$ cat src/rtl/ifetch_resp_pkg.sv
// Shared fetch definitions: responder state encoding and the boot/NOP
// constants that the IFU and the fetch responder agree on.
package ifetch_resp_pkg;

  typedef enum logic [1:0] {
    IDLE = 2'd0,
    REQ  = 2'd1,
    RESP = 2'd2,
    HOLD = 2'd3
  } fetch_state_e;

  localparam logic [31:0] NOP_INSTR  = 32'h00000013;
  localparam logic [63:0] RESET_ADDR = 64'h80000000;

endpackage

$ cat src/rtl/ifetch_resp.sv
// Instruction-fetch responder: turns the IFU pc into one outstanding 64-bit
// memory read and returns the selected 32-bit word, holding it across stalls.
module ifetch_resp
  import ifetch_resp_pkg::*;
#(
  parameter logic [63:0] RESET_ADDR = ifetch_resp_pkg::RESET_ADDR,
  parameter logic [31:0] NOP_INSTR  = ifetch_resp_pkg::NOP_INSTR
) (
  input  logic        clk,
  input  logic        rstn,
  input  logic [63:0] pc,
  input  logic        jump_en,
  input  logic        hazard_stop,
  output logic        ifetch_en,
  output logic [31:0] instr,
  output logic        instr_valid,
  output logic        mem_req,
  output logic [63:0] mem_addr,
  input  logic        mem_gnt,
  input  logic        mem_rvalid,
  input  logic [63:0] mem_rdata
);

  fetch_state_e state;
  logic         kill;
  logic         sel;
  logic         pc_lo_unused;

  // Instructions are 4-byte aligned, so the two low pc bits carry no information.
  assign pc_lo_unused = ^pc[1:0];

  // The IFU may only advance once the address phase is accepted for a fetch
  // that is still wanted.
  assign ifetch_en = (state == REQ) && mem_gnt && !kill && !jump_en;

  always_ff @(posedge clk or negedge rstn) begin
    if (!rstn) begin
      state       <= IDLE;
      kill        <= 1'b0;
      sel         <= 1'b0;
      mem_req     <= 1'b0;
      mem_addr    <= RESET_ADDR;
      instr       <= NOP_INSTR;
      instr_valid <= 1'b0;
    end else begin
      case (state)
        IDLE: begin
          if (!jump_en) begin
            mem_req  <= 1'b1;
            mem_addr <= {pc[63:3], 3'b000};
            sel      <= pc[2];
            state    <= REQ;
          end
        end
        REQ: begin
          if (mem_gnt) begin
            mem_req <= 1'b0;
            kill    <= kill | jump_en;
            state   <= RESP;
          end else if (jump_en) begin
            kill <= 1'b1;
          end
        end
        RESP: begin
          // A redirect seen anywhere since the request makes the data stale.
          if (mem_rvalid) begin
            if (kill || jump_en) begin
              kill  <= 1'b0;
              state <= IDLE;
            end else begin
              instr       <= sel ? mem_rdata[63:32] : mem_rdata[31:0];
              instr_valid <= 1'b1;
              state       <= HOLD;
            end
          end else if (jump_en) begin
            kill <= 1'b1;
          end
        end
        HOLD: begin
          if (!hazard_stop || jump_en) begin
            instr_valid <= 1'b0;
            instr       <= NOP_INSTR;
            state       <= IDLE;
          end
        end
        default: state <= IDLE;
      endcase
    end
  end

endmodule

$ cat config.mk
export PLATFORM = sky130hd
export DESIGN_NAME = ifetch_resp
export DESIGN_NICKNAME = d
export VERILOG_FILES = /design/src/rtl/ifetch_resp_pkg.sv /design/src/rtl/ifetch_resp.sv
export SDC_FILE = /design/constraint.sdc
export NUM_CORES = 1
export LEC_CHECK = 0
export CAP_MARGIN = 20
export CORE_ASPECT_RATIO = 2
export CORE_MARGIN = 2
export CORE_UTILIZATION = 36
export DETAILED_ROUTE_END_ITERATION = 8
export PLACE_DENSITY = 0.77
export SLEW_MARGIN = 20
export SYNTH_ARGS = -nofsm -noshare
export SYNTH_HDL_FRONTEND = slang
export SYNTH_SLANG_ARGS = --single-unit
$ cat constraint.sdc
create_clock -name clk -period 1.5 [get_ports clk]
set_input_delay 0.3 -clock clk [delete_from_list [all_inputs] [get_ports clk]]
set_output_delay 0.3 -clock clk [all_outputs]
set_load 0.05 [all_outputs]
==> metrics.md <==
| Metric | Value |
|---|---|
| IO Port Bufs | 227 |
| Synth Area in Simple Gates | 2.298% |
| Syn-to-layout area delta | 98.22% |
| Multiplexer share of the synthesized area | 30.73% |
| Fraction of layout instances using a drive strength above 1 | 39.02% |
| Cts bufs inserted | 9 |
| Worst Path Arrival | 1.87 ns |
| First-pass DRT Iterations | 4 |
| Via count of the routed design | 3572 |
| Placer Congestion | 0.7931 |
| Register area share after synthesis | 56.98% |
| RR Endpoint | mem_addr[35]$_DFFE_PN0P_ |
| Drt wl/cell | 21.16 um |
| Placed instance count | 678 |
| Combinational family with the most area after synthesis | multiplexers |
| Yosys cell types | 25 |
| Nets | 698 |
| Total Power | 20.99 mW |
| Worst Skew | 0.008352 ns |
| Root Buffer | clkbuf_16 |
| XOR/XNOR Fraction of Synth Area | 0% |
| Outcome | finished with violations |
| Max cap viols | 0 |
| Max layer used | met4 |
| Clock H-tree levels | 3 |
| Met3 WL | 789 um |
| Die area | 13050 sq um |
| Power Dens Cells | 2430 nW/um^2 |
| Synth Cell Area | 4357 sq um |
| Rows | 56 |
| All-layer global routing usage | 21.13% |
| Avg Inst Size Synth | 13.92 sq um |
| N_diodes | 0 |
| Synth Flop Type | dfrtp_1 |
| Post-Synth Adder-Cell Area | 0% |
| YS warnings | 0 |
| Fin worst setup slack | -0.1487 ns |
| Compound-Gate Fraction of Synth Area | 5.485% |
| Final Cycle Share | 109.9% |
| Largest net degree at the start of global routing | 48 |
| Hold Fails Final Rpt | 0 |
| Synth area leader | dfrtp_1 |
| Metal-1 WL | 5015 um |
| #FFs+latches synth | 99 |
| Initial antenna violation count | 0 |
| Mapped Cells | 313 |
| FMAX | 0.6066 GHz |
| Hold WC Path Type | primary input to async pin |
| Sink Count | 99 |
| Vias in the first global route | 3877 |
| RSZ-0062 raised after global routing | yes |
| CTS tree | yes |
| Area of the core | 11770 sq um |
| Clk slew on worst S/H paths | 0.07 ns |
| Initial Utilization | 37.01% |
| Total DRC errors in the routed layout | 0 |
| Setup CP Type | flip-flop to flip-flop |
| R2R setup slack | -0.15 ns |
| CP Capture Type | flip-flop |
| Pleak | 3.785 nW |
| WL final | 15110 um |
| Failing checks | negative setup slack |
| Die outline height | 159.6 um |
| Count leader, synth | dfrtp_1 |
| First-pass GRT wire length | 20700 um |
| EDFF count, synth | 0 |
| Maximum VDD drop | 1823 uV |
| Total grt overflow | 0 |
| Synth cell count leaders | 95 x dfrtp_1, 64 x mux2i_1, 57 x mux2_2 |
| DR iter-0 viols | 93 |
| Crit path max fanout | 6 |
| Hpwl dp | 10200 um |
| Clock Path Buffers | 2 |
| Worst path required time | 1.72 ns |
| Cell Count, Final, Fillers Out | 714 |
| WL met2 | 8859 um |
| Pins over their slew limit | 0 |
| IO Pins | 233 |
| Vias per inst | 5.003 |
| Setup crit start kind | flip-flop |
| Post-route ant nets | 0 |
| Path depth of the worst reg2reg path | 5 |
| Post-synth top area share | 54.57% |
| Asr flop ratio synth | 100.0% |
| Layout Utilization | 73.36% |
| Clk_lat worst skew | 0.34 ns |
| Synth area leaders | dfrtp_1 55%, mux2_2 15%, mux2i_1 15% |
| Die width | 81.79 um |
| Setup-failing EPs final | 84 |
| Worst r2r src | state[1]$_DFFE_PN0P_ |
| Min cycle time layout | 1.649 ns |
## final cells by class
cell class / count / area, sq um
clock buffers: 10 / 229.0
flip-flops and latches: 99 / 2487
fillers: 737 / 3136
well taps: 145 / 181.4
repair buffers: 263 / 3754
inverters: 2 / 7.507
clock inverters: 6 / 71.32
multi-input cells: 189 / 1906
## cell families after synthesis
| group | count (synthesis) |
|---|---|
| DFF | 99 |
| buffers and inverters | 27 |
| AOI/OAI and AO/OA | 46 |
| and+or+nand+nor | 14 |
| other | 1 |
| muxes | 126 |
## how the worst max path moves through the flow
stage | cells past startpoint | slack [ns] | to | from
2_1_floorplan | 4 | 0.0006 | mem_addr[3]$_DFFE_PN0P_ | jump_en
3_3_place_gp | 4 | -0.33 | mem_addr[36]$_DFFE_PN0P_ | jump_en
3_5_place_dp | 5 | -0.39 | instr[29]$_DFFE_PN0P_ | jump_en
4_1_cts | 3 | -0.06 | ifetch_en | state[1]$_DFFE_PN0P_
5_1_grt | 4 | -0.18 | ifetch_en | state[1]$_DFFE_PN0P_
6_report | 5 | -0.15 | mem_addr[35]$_DFFE_PN0P_ | state[1]$_DFFE_PN0P_
## flip-flops by register name, summed over array words and instances, names as in the netlist
name / flops
instr: 32
mem_addr: 61
kill: 1
instr_valid: 1
mem_req: 1
sel: 1
state: 2
## worst max-delay path, stage by stage, from the launching register on
cell       delay (ns)
dfrtp_2          0.43
buf_6            0.13
nor3_4           0.26
buf_6            0.21
clkbuf_16        0.19
mux2_4           0.30
## cell usage in the layout, fill, tap and decap left out, drive strengths merged
| master | count |
|---|---|
| dlygate4sd2 | 2 |
| nor2 | 3 |
| mux2 | 62 |
| o21ai | 34 |
| a31oi | 1 |
| o2bb2ai | 1 |
| bufinv | 1 |
| buf | 127 |
| dlygate4sd3 | 1 |
| clkinvlp | 2 |
| dfstp | 4 |
| mux2i | 64 |
| nor3 | 1 |
| nor4 | 1 |
| nand2 | 3 |
| and3 | 1 |
| and2 | 1 |
| conb | 3 |
| dfrtp | 95 |
| nor2b | 2 |
| clkdlybuf4s50 | 128 |
| a211o | 1 |
| nand2b | 2 |
| inv | 5 |
| a21oi | 9 |
| clkbuf | 15 |
## repair_timing
item,4_1_cts,5_1_grt
resized for setup,15,63
hold endpoints to repair,14,0
setup endpoints to repair,95,88
setup buffers,8,4
hold buffers,1,0
pin swaps,1,2
cloned,2,7
## power breakdown
group	switching, mW	internal, mW	leakage [nW]	total, mW
Clock	1.04	1.31	0.140	2.36
Sequential	1.37	3.90	1.20	5.28
Combinational	6.37	6.98	2.44	13.4
Total	8.79	12.2	3.78	21.0
## stage by stage
step	setup slack [ns]	cell area, sq um	hold WS (ns)	TNS [ns]
finish	-0.1487	8636	0.3781	-7.275
global route	-0.1762	8636	0.3832	-11.00
CTS	-0.05704	8252	0.3729	-2.222
detailed placement	-0.3900	7790	0.1979	-33.87
global placement	-0.3258	7790	0.1963	-28.91
floorplan	0.0005763	4364	0.004409	0
## routing by layer
layer	global-route usage, %	up-vias
li1	-	1605
met1	21.46	1809
met2	39.06	132
met3	5.329	26
met4	8.636	0
met5	0	-
No activity file was read; power rests on OpenSTA's default activity.
